--- config.mk ---
export PLATFORM = sky130hd
export DESIGN_NAME = mem_arbiter
export DESIGN_NICKNAME = d
export VERILOG_FILES = /design/src/rtl/mem_arbiter_pkg.sv /design/src/rtl/mem_wait_counter.sv /design/src/rtl/mem_arbiter.sv
export SDC_FILE = /design/constraint.sdc
export NUM_CORES = 1
export LEC_CHECK = 0
export ABC_AREA = 1
export BUFFER_PORTS_ARGS = -buffer_cell sky130_fd_sc_hd__buf_2
export CAP_MARGIN = 20
export CORE_ASPECT_RATIO = 1.75
export CORE_UTILIZATION = 50
export DETAILED_ROUTE_END_ITERATION = 12
export GPL_TIMING_DRIVEN = 0
export PLACE_DENSITY = 0.86
export REMOVE_ABC_BUFFERS = 1
export SKIP_LAST_GASP = 1
export SYNTH_ARGS = -nofsm -noshare
export SYNTH_HDL_FRONTEND = slang
export SYNTH_SLANG_ARGS = --single-unit
--- constraint.sdc ---
create_clock -name clk -period 4.3 [get_ports clk]
set_clock_uncertainty 0.05 [all_clocks]
set_input_delay 0.86 -clock clk [delete_from_list [all_inputs] [get_ports clk]]
set_output_delay 0.86 -clock clk [all_outputs]
set_load 0.05 [all_outputs]
--- src/rtl/mem_arbiter_pkg.sv ---
// Shared types for the IF/MEM single-port SRAM arbiter.
// State and owner encodings plus the requester-side word width.
package mem_arbiter_pkg;

   localparam int WORD_WIDTH = 32;

   typedef enum logic [1:0] {
      IDLE   = 2'd0,
      ACCESS = 2'd1,
      DONE   = 2'd2
   } state_t;

   typedef enum logic {
      FETCH = 1'b0,
      DATA  = 1'b1
   } owner_t;

endpackage

--- src/rtl/mem_wait_counter.sv ---
// Loadable down-counter that times one SRAM access.
// Stops at zero; zero flag marks the final access cycle.
module mem_wait_counter #(
   parameter int WIDTH = 4
) (
   input  logic             clk,
   input  logic             rst,
   input  logic             load,
   input  logic [WIDTH-1:0] load_val,
   input  logic             en,
   output logic             zero
);

   logic [WIDTH-1:0] cnt;

   always_ff @(posedge clk or negedge rst) begin
      if (!rst) begin
         cnt <= '0;
      end else if (load) begin
         cnt <= load_val;
      end else if (en && cnt != '0) begin
         cnt <= cnt - 1'b1;
      end
   end

   assign zero = (cnt == '0);

endmodule

--- src/rtl/mem_arbiter.sv ---
// Arbitrates a multi-cycle single-port SRAM between fetch and data.
// Returns read data with a one-cycle ready pulse and drives freezes.
module mem_arbiter #(
   parameter int WORD_WIDTH      = mem_arbiter_pkg::WORD_WIDTH,
   parameter int SRAM_ADDR_WIDTH = 17,
   parameter int WAIT_CYCLES     = 4
) (
   input  logic                       clk,
   input  logic                       rst,
   input  logic                       if_req,
   input  logic [WORD_WIDTH-1:0]      if_addr,
   output logic [WORD_WIDTH-1:0]      if_rdata,
   output logic                       if_ready,
   input  logic                       mem_rd,
   input  logic                       mem_wr,
   input  logic [WORD_WIDTH-1:0]      mem_addr,
   input  logic [WORD_WIDTH-1:0]      mem_wdata,
   output logic [WORD_WIDTH-1:0]      mem_rdata,
   output logic                       mem_ready,
   output logic                       sram_cs,
   output logic                       sram_we,
   output logic [SRAM_ADDR_WIDTH-1:0] sram_addr,
   output logic [WORD_WIDTH-1:0]      sram_wdata,
   input  logic [WORD_WIDTH-1:0]      sram_rdata,
   output logic                       freeze_if,
   output logic                       freeze_pipe
);

   import mem_arbiter_pkg::*;

   localparam logic [3:0] LOAD_VAL = 4'(WAIT_CYCLES - 1);

   state_t state;
   owner_t owner;
   owner_t last_grant;
   owner_t pick;
   logic   data_req;
   logic   any_req;
   logic   cnt_zero;
   logic   unused_addr_bits;

   assign data_req = mem_rd | mem_wr;
   assign any_req  = if_req | data_req;

   // Data normally wins; after a data grant fetch gets its turn.
   assign pick = (data_req && (!if_req || last_grant == FETCH))
               ? DATA : FETCH;

   assign freeze_if   = if_req & ~if_ready;
   assign freeze_pipe = data_req & ~mem_ready;

   assign unused_addr_bits = ^{
      if_addr[1:0], if_addr[WORD_WIDTH-1:SRAM_ADDR_WIDTH+2],
      mem_addr[1:0], mem_addr[WORD_WIDTH-1:SRAM_ADDR_WIDTH+2]
   };

   mem_wait_counter #(.WIDTH(4)) u_wait (
      .clk      (clk),
      .rst      (rst),
      .load     (state == IDLE && any_req),
      .load_val (LOAD_VAL),
      .en       (state == ACCESS),
      .zero     (cnt_zero)
   );

   always_ff @(posedge clk or negedge rst) begin
      if (!rst) begin
         state      <= IDLE;
         owner      <= FETCH;
         last_grant <= DATA;
         sram_cs    <= 1'b0;
         sram_we    <= 1'b0;
         sram_addr  <= '0;
         sram_wdata <= '0;
         if_ready   <= 1'b0;
         mem_ready  <= 1'b0;
         if_rdata   <= '0;
         mem_rdata  <= '0;
      end else begin
         if_ready  <= 1'b0;
         mem_ready <= 1'b0;
         unique case (state)
            IDLE: begin
               if (any_req) begin
                  owner      <= pick;
                  last_grant <= pick;
                  sram_cs    <= 1'b1;
                  sram_we    <= (pick == DATA) && mem_wr;
                  sram_addr  <= (pick == DATA)
                              ? mem_addr[SRAM_ADDR_WIDTH+1:2]
                              : if_addr[SRAM_ADDR_WIDTH+1:2];
                  sram_wdata <= mem_wdata;
                  state      <= ACCESS;
               end
            end
            ACCESS: begin
               if (cnt_zero) begin
                  sram_cs <= 1'b0;
                  sram_we <= 1'b0;
                  state   <= DONE;
                  // A withdrawn request still gets its data, but no ready.
                  if (owner == FETCH) begin
                     if_rdata <= sram_rdata;
                     if_ready <= if_req;
                  end else begin
                     if (!sram_we) mem_rdata <= sram_rdata;
                     mem_ready <= data_req;
                  end
               end
            end
            DONE: begin
               state <= IDLE;
            end
            default: begin
               state <= IDLE;
            end
         endcase
      end
   end

endmodule
# Yosys cells after proc, flatten, opt, wreduce, memory -nomap -nowiden
# Index checks and enable logic that the tools add are counted.
# totals
word_cells	59
reg_bits	125
input_bits	133
# op_classes
n_eq_ne	3
muxes	18
bitwise_logic	9
addsub	1
n_reduce_logical	16
# ops
op	n
$mux W17	1
$mux W1	10
$mux W4	2
$reduce_and A3 Y1	2
$not A1 Y1	5
$logic_and A1 B1 Y1	4
$logic_not A4 Y1	1
$mux W2	2
$ne A2 B2 Y1 const B	2
$pmux W1 S2	2
$pmux W2 S2	1
$reduce_and A2 Y1	2
$reduce_and A4 Y1	1
$reduce_bool A2 Y1	2
$reduce_bool A4 Y1	1
$sub A4 B1 Y4 const B	1
$and A1 B1 Y1	2
$eq A2 B1 Y1 const B	1
$logic_not A2 Y1	1
$or A1 B1 Y1	2
$logic_not A1 Y1	1
$logic_or A1 B1 Y1	1

# Depth between registers and ports, before layout
# Gate-level depths: netlist of run 1.
# depth
ltp_word	7
depth_mapped	9
depth_no_buf	8

# Cells and area by module
# Synthesis of run 1 repeated with hierarchy kept, for this count alone.
# hier_totals
cells_unflattened	646
hier_area_um2	5454.0
# by_module_without_submodules
mod	n_inst	cells_per_inst	seq_area_each_um2	area_each_um2
mem_arbiter	1	600	3029.2	5158.7
mem_wait_counter	1	46	100.1	295.3

# Least setup slack after synthesis of run 1
# OpenSTA, ideal clock, no wires.
# synth_path
kind	input port to output port
start	input port mem_wr
end	output port freeze_pipe
required_time_ps	3390
path_slack_ps	1837
t_arrival_ps	1553
n_path_buf	0
cell_stages	2
path_cell_list	nor2_1 nor2_1
# synth_between
elab_chain_cells	2
# synth_lines
item	line_no	source
start, declared	mem_arbiter.sv:15	input logic mem_wr,
$or A1 B1 Y1	mem_arbiter.sv:42	assign data_req = mem_rd | mem_wr;
$and A1 B1 Y1	mem_arbiter.sv:50	assign freeze_pipe = data_req & ~mem_ready;
end, declared	mem_arbiter.sv:26	output logic freeze_pipe
# Every way passes these cells.

# Worst setup path after layout of run 1
# layout_path
start	register u_wait.cnt[0]
end	register mem_rdata[6]
# layout_between
elab_chain_cells	2
# layout_lines
item	line_no	source
start, declared	mem_wait_counter.sv:14	logic [WIDTH-1:0] cnt;
start signal, assigned	mem_wait_counter.sv:20	cnt <= load_val;
start signal, assigned	mem_wait_counter.sv:22	cnt <= cnt - 1'b1;
$logic_not A4 Y1	mem_wait_counter.sv:26	assign zero = (cnt == '0);
$reduce_and A4 Y1 (no source line)	--	
end signal, assigned	mem_arbiter.sv:106	if (!sram_we) mem_rdata <= sram_rdata;
end, declared	mem_arbiter.sv:18	output logic [WORD_WIDTH-1:0] mem_rdata,
# Every way passes these cells.
# A chain may end at the register's enable or synchronous reset.

==> results of run 1 <==
## cell type report
class,instances,share of cell area [%]
multi-input combinational,419,25.0
timing repair buffer,227,17.9
clock inverter,11,1.35
tap,125,2.25
clock buffer,21,6.63
sequential,125,45.1
inverter,32,1.73
## final timing paths
path,start,endpoint,slack (ns),cells after the start
min in group clk,if_rdata[8],if_rdata[8],0.41,2
hold / removal,rst,if_rdata[4],0.32,1
setup / recovery,u_wait.cnt[0],mem_rdata[6],1.39,7
max in group asynchronous,rst,sram_wdata[25],3.13,2
setup reg to reg,u_wait.cnt[0],mem_rdata[6],1.39,7
hold reg to reg,if_rdata[8],if_rdata[8],0.41,2
## routing by layer
| metal | global-route usage, % | routed length [µm] |
|---|---|---|
| met2 | 46.0 | 7060 |
| met4 | 10.0 | 236 |
| met1 | 28.5 | 5190 |
| met5 | 0 | 0 |
| met3 | 5.40 | 768 |
## flip-flops by register name (all words and copies together) (netlist names)
signal	count
if_rdata	32
mem_rdata	32
sram_wdata	32
sram_addr	17
u_wait.cnt	4
if_ready	1
mem_ready	1
sram_cs	1
last_grant	1
owner	1
state	2
sram_we	1
## per-stage QoR
stage / std cells / hold WS (ns) / utilization [%]
after detailed placement: 928 / 0.403 / 64.1
after global routing: 960 / 0.344 / 69.6
final: 960 / 0.323 / 69.6
after floorplan: 576 / 0.394 / -
after global placement: 922 / 0.398 / 62.6
after CTS: 960 / 0.325 / 69.6
## cells in the final DEF (no fill, tap or decap), types with 2 or more instances in the layout
cell type / n
clkbuf_8: 2
inv_2: 2
ha_1: 2
clkbuf_1: 2
buf_16: 3
inv_1: 30
clkbuf_16: 17
o21ai_0: 18
nand2_1: 298
buf_2: 220
nand3_1: 69
clkinvlp_4: 4
buf_8: 2
clkinv_2: 5
dfrtp_1: 124
nor2_1: 23
## critical path, cell delays in order, from the launching register on
cell and delay [ns]:
dfrtp_1 0.37, inv_1 0.13, ha_1 0.16, nand2_1 0.09, nor2_4 0.77, nand3_2 0.84
nand2_1 0.28, nand2_1 0.08
## kinds of logic after synthesis
logic type,count (synthesis)
DFF,125
buffers and inverters,65
adders and majority gates,2
xor gates and xnor gates,1
and+or+nand+nor,396
AOI/OAI and AO/OA,20
==> impl_metrics.ini, run 1 <==
[clocking]
cts-root-buf = clkbuf_16
cts-htree-levels = 4
insertion_delay_ns = 0.40
cts_made_buffers = 17
cts_resized = 0
path_clk_slew_ns = 0.06
cts_setup_buffers = 0
cts_buffer_depth = 2
cts_tree = built
cts.sinks = 125
cts_hold_buf = 0

[drt]
dr.pass1.iters = 4
drt-initial-drc-count = 226
avgViaCountPerCell = 4.91
totalWireLength_um = 13300
drt-wirelength-per-cell_um = 13.8
route.vias.total = 4716
antenna_left = 0
drc = 0

[grt]
antenna_found_initial = 0
grt_max_degree = 85
grt_pass1_vias = 4650
grt_pass1_wl_um = 21200
grtUsageTotal_pct = 25.4
grt.overflow.total = 0

[place]
dp_hpwl_um = 8980
gp_congestion = 0.729
place_area_mm2 = 0.00639
place_ws_ns = 1.39
io_buffer_count = 221

[yosys]
synth_edf_count = 0
synthAdderAreaFrac_pct = 0.481
synth_top_family_by_area = simple AND/OR/NAND/NOR gates
synthTopCellsByCount = nand2_1, dfrtp_1, nand3_1, inv_1, nor2_1
synthMuxAreaShare_pct = 0
netlist_top_cells_area = dfrtp_1, nand2_1, nand3_1, inv_1, buf_2
seq_area_frac_synth_pct = 60.2
yosys.area_share.simple_pct = 30.6
netlist_instances = 609
synth_xor_area_share_pct = 0.168
synth_top_area_cell = dfrtp_1
synth_area_mm2 = 0.00520
yosysWarnings = 0
ys_async_sr_fraction_pct = 100
synth-seq-cells = 125
synth_ff_type = dfrtp_1
yosysMostFrequentCell = nand2_1
postSynthAreaPerCell_um2 = 8.54
synth_cell_type_count = 20
synth_top_area_share_pct = 59.7
synth_compound_area_share_pct = 2.05

[setup_path]
crit_path_end_kind = flop
required_ns = 4.53
setup.worst_path.class = reg2reg
startpoint_type = flop
arrival_ns = 3.13
critical_path.max_fanout = 43

[sta]
finalHoldViolations = 0
slew_headroom_pct = 32.5
drv_slew = 0
layout_setup_ws_ns = 1.39
setup_tns_ns = 0
fin_crit_ns = 2.91
finalCritPeriodShare_pct = 67.6
setup_violations = 0
tightest_slew_ns = 1.01
rsz0062_at_grt = no
max_freq_ghz = 0.344

[run]
maxCapViolCount = 0

[layout]
fin_nets = 957
fillers = 809
seq_area_mm2 = 0.00313
drive_gt1_share_pct = 31.7
multi_input_area_mm2 = 0.00174
stdcell_area_mm2 = 0.00694
diodes = 0
synthToLayoutAreaGrowth_pct = 33.5

[outcome]
status = finished, final reports clean

[die]
coreArea_mm2 = 0.00997
die_y_um = 137
rows = 48
die_area_mm2 = 0.0108
start_util_pct = 52.1
num_io_pins = 252
chipWidth_um = 79.1

[min_path]
hold_class = in2async
Power of run 1 is left out: the tool's default activity adds up to more than one toggle a clock period on the data nets, which glitch-free logic cannot reach.
==> run 2, diff against run 1 <==
--- a/config.mk
+++ b/config.mk
@@ -5,14 +5,14 @@
 export SDC_FILE = /design/constraint.sdc
 export NUM_CORES = 1
 export LEC_CHECK = 0
-export ABC_AREA = 1
+export ABC_AREA = 0
 export BUFFER_PORTS_ARGS = -buffer_cell sky130_fd_sc_hd__buf_2
 export CAP_MARGIN = 20
 export CORE_ASPECT_RATIO = 1.75
-export CORE_UTILIZATION = 50
+export CORE_UTILIZATION = 41
 export DETAILED_ROUTE_END_ITERATION = 12
 export GPL_TIMING_DRIVEN = 0
-export PLACE_DENSITY = 0.86
+export PLACE_DENSITY = 0.76
 export REMOVE_ABC_BUFFERS = 1
 export SKIP_LAST_GASP = 1
 export SYNTH_ARGS = -nofsm -noshare
==> constraint.sdc (replaced) <==
create_clock -name clk -period 2.6 [get_ports clk]
set_clock_uncertainty 0.05 [all_clocks]
set_input_delay 0.52 -clock clk [delete_from_list [all_inputs] [get_ports clk]]
set_output_delay 0.52 -clock clk [all_outputs]
set_load 0.05 [all_outputs]
==> run 2 against run 1 <==
Via count is 23% lower; cell area is 0.23% higher; cell count is 23% lower; highest routed layer unchanged; core utilization is 12 points lower; critical path type unchanged.
==> impl_metrics.ini, run 2 <==
[outcome]
status = finished, final reports clean

[grt]
grt_pass1_wl_um = 18500
grtUsageTotal_pct = 18.8
grt.overflow.total = 0
grt_max_degree = 102
antenna_found_initial = 1
grt_pass1_vias = 3851

[layout]
fin_nets = 695
synthToLayoutAreaGrowth_pct = 36.3
multi_input_area_mm2 = 0.00184
largestRegisters = if_rdata (32), mem_rdata (32), sram_wdata (32)
stdcell_area_mm2 = 0.00696
final_common_cell = buf_2
drive_gt1_share_pct = 62.7
seq_area_mm2 = 0.00313
layout_common_cells = buf_2, dfrtp_1, mux2_2
fillers = 1043
final_cells = 739

[drt]
dr.pass1.iters = 4
drt-wirelength-per-cell_um = 16.2
drt-initial-drc-count = 88
totalWireLength_um = 12000
antenna_left = 0
avgViaCountPerCell = 4.90
drc = 0
route.vias.total = 3618

[clocking]
cts-root-buf = clkbuf_16
insertion_delay_ns = 0.40
cts_tree = built
path_clk_slew_ns = 0.06
cts_buffer_depth = 2
cts_made_buffers = 17
cts-htree-levels = 4
cts.sinks = 125

[place]
io_buffer_count = 221
place_ws_ns = 0.166
dp_hpwl_um = 8630
place_area_mm2 = 0.00638
gp_congestion = 0.757
dp.cells = 705

[setup_path]
crit_path_end_kind = flop
crit_path_start = state[1]
r2r_slack_ns = 0.19
arrival_ns = 2.64
timing.rr.end = mem_rdata[17]
setup.worst_path.class = reg2reg
required_ns = 2.83
startpoint_type = flop
crit_end = mem_rdata[17]
reg2regPathDepth = 3
critical_path.max_fanout = 32
timing.rr.start = state[1]

[die]
num_io_pins = 252
start_util_pct = 42.3
chipWidth_um = 86.3
die_area_mm2 = 0.0129
rows = 53
coreArea_mm2 = 0.0121
die_y_um = 150

[yosys]
netlist_top_cells_area = dfrtp_1, mux2_2, mux2_4, mux2i_1, o21ai_0
synth_area_mm2 = 0.00510
synth_top_area_share_pct = 60.8
netlist_instances = 334
seq_area_frac_synth_pct = 61.3
yosys.area_share.simple_pct = 3.43
yosysMostFrequentCell = dfrtp_1
synth_compound_area_share_pct = 4.78
synth_top_area_cell = dfrtp_1
synth_ff_type = dfrtp_1
synth_edf_count = 0
synth_top_family_by_area = multiplexers
postSynthAreaPerCell_um2 = 15.3
synth_xor_area_share_pct = 0
synthMuxAreaShare_pct = 27.1
synthAdderAreaFrac_pct = 0.490
synthTopCellsByCount = dfrtp_1, mux2_2, o21ai_0, mux2_4, mux2i_1
synth-seq-cells = 125
yosysWarnings = 0
synth_cell_type_count = 32
ys_async_sr_fraction_pct = 100

[sta]
fin_crit_ns = 2.41
tightest_slew_ns = 0.886
drv_slew = 0
finalHoldViolations = 0
max_freq_ghz = 0.415
rsz0062_at_grt = no
setup_violations = 0
slew_headroom_pct = 40.8
finalCritPeriodShare_pct = 92.6
layout_setup_ws_ns = 0.192

[min_path]
hold_class = in2reg

[run]
maxCapViolCount = 0
==> run 2: what timing repair did <==
| action | in CTS | in global routing |
|---|---|---|
| setup buffers | 0 | 0 |
| resized for setup | 0 | 0 |
| hold buffers | 1 | 0 |
| hold endpoints to repair | 24 | 0 |
==> run 2: cells by family after synthesis <==
logic type,count (synthesis)
AO/OA/AOI/OAI,45
adder cells (fa/ha/maj),2
buffers and inverters,23
flip-flops,125
multiplexers,115
AND/OR/NAND/NOR,24
==> run 2: layout make-up <==
type,instances,area share [%]
inverters,4,0.216
clock inverters,14,1.96
diodes,1,0.0360
multi-input cells,186,26.5
repair buffers,226,17.2
clock buffers,18,6.17
well taps,165,2.97
flip-flops and latches,125,45.0
==> run 2: layer usage <==
layer | vias up | global-route usage (%) | wire length, µm
met5 | - | 0 | 0
met3 | 34 | 4.69 | 449
met1 | 1816 | 20.0 | 4420
met2 | 113 | 33.5 | 6690
met4 | 0 | 10.6 | 428
li1 | 1655 | - | -
==> run 2: metrics by stage <==
stage	setup TNS, ns	hold slack (ns)	util [%]
2_1_floorplan	-30.83	0.174	-
3_3_place_gp	-149.60	0.422	52.1
3_5_place_dp	0	0.344	52.9
4_1_cts	0	0.272	57.6
5_1_grt	0	0.275	57.6
6_report	0	0.293	57.6
==> run 2: worst min path at each step <==
stage,depth (start not counted),from,to
final,2,mem_wdata[24],sram_wdata[24]
after global routing,2,mem_wdata[16],sram_wdata[16]
after CTS,2,mem_wdata[24],sram_wdata[24]
after detailed placement,1,rst,if_rdata[15]
after global placement,1,if_rdata[6],if_rdata[6]
after floorplan,0,rst,if_rdata[0]
==> run 2: critical path, stage by stage (launching register included) <==
cell      delay (ns)
dfrtp_1         0.43
nor4b_4         0.45
nand4b_4        0.76
mux2_4          0.56
Power of run 2 is left out for the same reason.
==> run 3, diff against run 2 <==
--- a/config.mk
+++ b/config.mk
@@ -9,6 +9,7 @@
 export BUFFER_PORTS_ARGS = -buffer_cell sky130_fd_sc_hd__buf_2
 export CAP_MARGIN = 20
 export CORE_ASPECT_RATIO = 1.75
+export CORE_MARGIN = 2
 export CORE_UTILIZATION = 41
 export DETAILED_ROUTE_END_ITERATION = 12
 export GPL_TIMING_DRIVEN = 0
==> run 3 against run 2 <==
Die area is 3.7% higher; global-route usage is 0.42 points lower; non-clock buffer count stayed put; routed wire length is 2.2% higher; first-iteration DRC count is 47% higher; count of clock-buffer cells in the layout is 1 higher; flip-flop and latch count stayed put; core utilization is 0.32 points higher; maximum frequency hardly changed; via count is 0.64% lower; critical path type unchanged; critical endpoint is now mem_rdata[30]; register-to-register slack hardly changed.
==> impl_metrics.ini, run 3 (same netlist as run 2, synthesis figures left out) <==
[sta]
whs_ns = 0.292
slew_headroom_pct = 41.2
finalCritPeriodShare_pct = 92.7
layout_setup_ws_ns = 0.190
setup_violations = 0
drv_slew = 0
max_freq_ghz = 0.415
fin_crit_ns = 2.41
finalHoldViolations = 0
rsz0062_at_grt = no
tightest_slew_ns = 0.881

[clocking]
cts_buffer_depth = 2
cts_setup_buffers = 0
insertion_delay_ns = 0.40
path_clk_slew_ns = 0.06
cts.sinks = 125
cts-root-buf = clkbuf_16
cts_made_buffers = 17
cts_resized = 0
cts-htree-levels = 4
cts_tree = built

[setup_path]
crit_end = mem_rdata[30]
required_ns = 2.83
arrival_ns = 2.64
setup.worst_path.class = reg2reg
slowest_stage = nand4b_4
critical_path.max_fanout = 32
max_stage_delay_ns = 0.76
cp.buffers_inverters = 0
crit_path_end_kind = flop
path_cells = nor4b_4 -> nand4b_4 -> mux2_4
timing.rr.start = state[1]
timing.rr.end = mem_rdata[30]
r2r_slack_ns = 0.19
reg2regPathDepth = 3
crit_family = simple AND/OR/NAND/NOR gates
path_depth = 3
crit_path_start = state[1]
startpoint_type = flop

[grt]
grt_max_degree = 102
grt_pass1_wl_um = 18800
grtUsageTotal_pct = 18.4
antenna_found_initial = 1
grt_pass1_vias = 3828
grt.overflow.total = 0

[run]
maxCapViolCount = 0

[drt]
dr.pass1.iters = 4
drc = 0
route.vias.total = 3595
drt-wirelength-per-cell_um = 16.6
drt-initial-drc-count = 129
avgViaCountPerCell = 4.88
totalWireLength_um = 12200
antenna_left = 0

[die]
die_area_mm2 = 0.0134
die_y_um = 152
num_io_pins = 252
coreArea_mm2 = 0.0121
rows = 53
chipWidth_um = 88.3
start_util_pct = 42.3

[place]
place_ws_ns = 0.174
dp.cells = 705
io_buffer_count = 221
gp_congestion = 0.768
dp_hpwl_um = 8940

[min_path]
hold_start = mem_wdata[10]
hold_class = in2reg

[layout]
layout_common_cells = buf_2, dfrtp_1, mux2_2
drive_gt1_share_pct = 62.6
final_common_cell = buf_2
fin_nets = 695
final_cells = 737
synthToLayoutAreaGrowth_pct = 37.1
largestRegisters = if_rdata (32), mem_rdata (32), sram_wdata (32)
diodes = 0

[outcome]
status = finished, final reports clean
-- run 3: cell count changes in the layout (fill, tap and decap cells not counted), sizes merged --
cell	change
clkinvlp	+1
inv	-2
diode	-1
clkinv	-3
clkbuf	+1
bufinv	+2
-- run 3: cell type report --
class	instances	area, µm²
clock buffer	19	443
clock inverter	12	164
fill	994	5070
inverter	4	15.0
multi-input combinational	186	1840
sequential	125	3130
tap	165	206
timing repair buffer	226	1200
-- run 3: worst min path at each step --
| stage | end | slack [ns] | cells after the start |
|---|---|---|---|
| 6_report | sram_wdata[10] | 0.29 | 2 |
| 3_3_place_gp | sram_cs | 0.42 | 1 |
| 3_5_place_dp | mem_rdata[3] | 0.34 | 1 |
| 5_1_grt | if_rdata[6] | 0.27 | 2 |
| 2_1_floorplan | if_rdata[0] | 0.17 | 0 |
| 4_1_cts | if_rdata[6] | 0.27 | 2 |
-- run 3: worst register-to-register path, cell delays in order, from the launching register on --
cell and delay [ns]:
dfrtp_1 0.43, nor4b_4 0.46, nand4b_4 0.76, mux2_4 0.60
-- run 3: stage by stage --
step | utilization, % | instance area [µm²] | TNS [ns]
floorplan | - | 4970 | -30.83
global placement | 52.1 | 6280 | -151.14
detailed placement | 52.9 | 6380 | 0
CTS | 58.0 | 7000 | 0
global route | 58.0 | 7000 | 0
finish | 58.0 | 7000 | 0
-- run 3: what timing repair did --
| item | 4_1_cts | 5_1_grt |
|---|---|---|
| endpoints found under the setup margin | 0 | 0 |
| hold buffers | 1 | 0 |
| endpoints found under the hold margin | 24 | 0 |
-- run 3: per-layer routing --
metal | vias up | wire, µm | GRT usage [%] | part of all wire, %
met2 | 111 | 6910 | 32.8 | 56
li1 | 1646 | - | - | -
met5 | - | 11 | 0 | 0.090
met3 | 30 | 463 | 4.12 | 3.8
met1 | 1806 | 4470 | 19.8 | 36
met4 | 2 | 391 | 9.85 | 3.2
Power of run 3 is left out for the same reason.
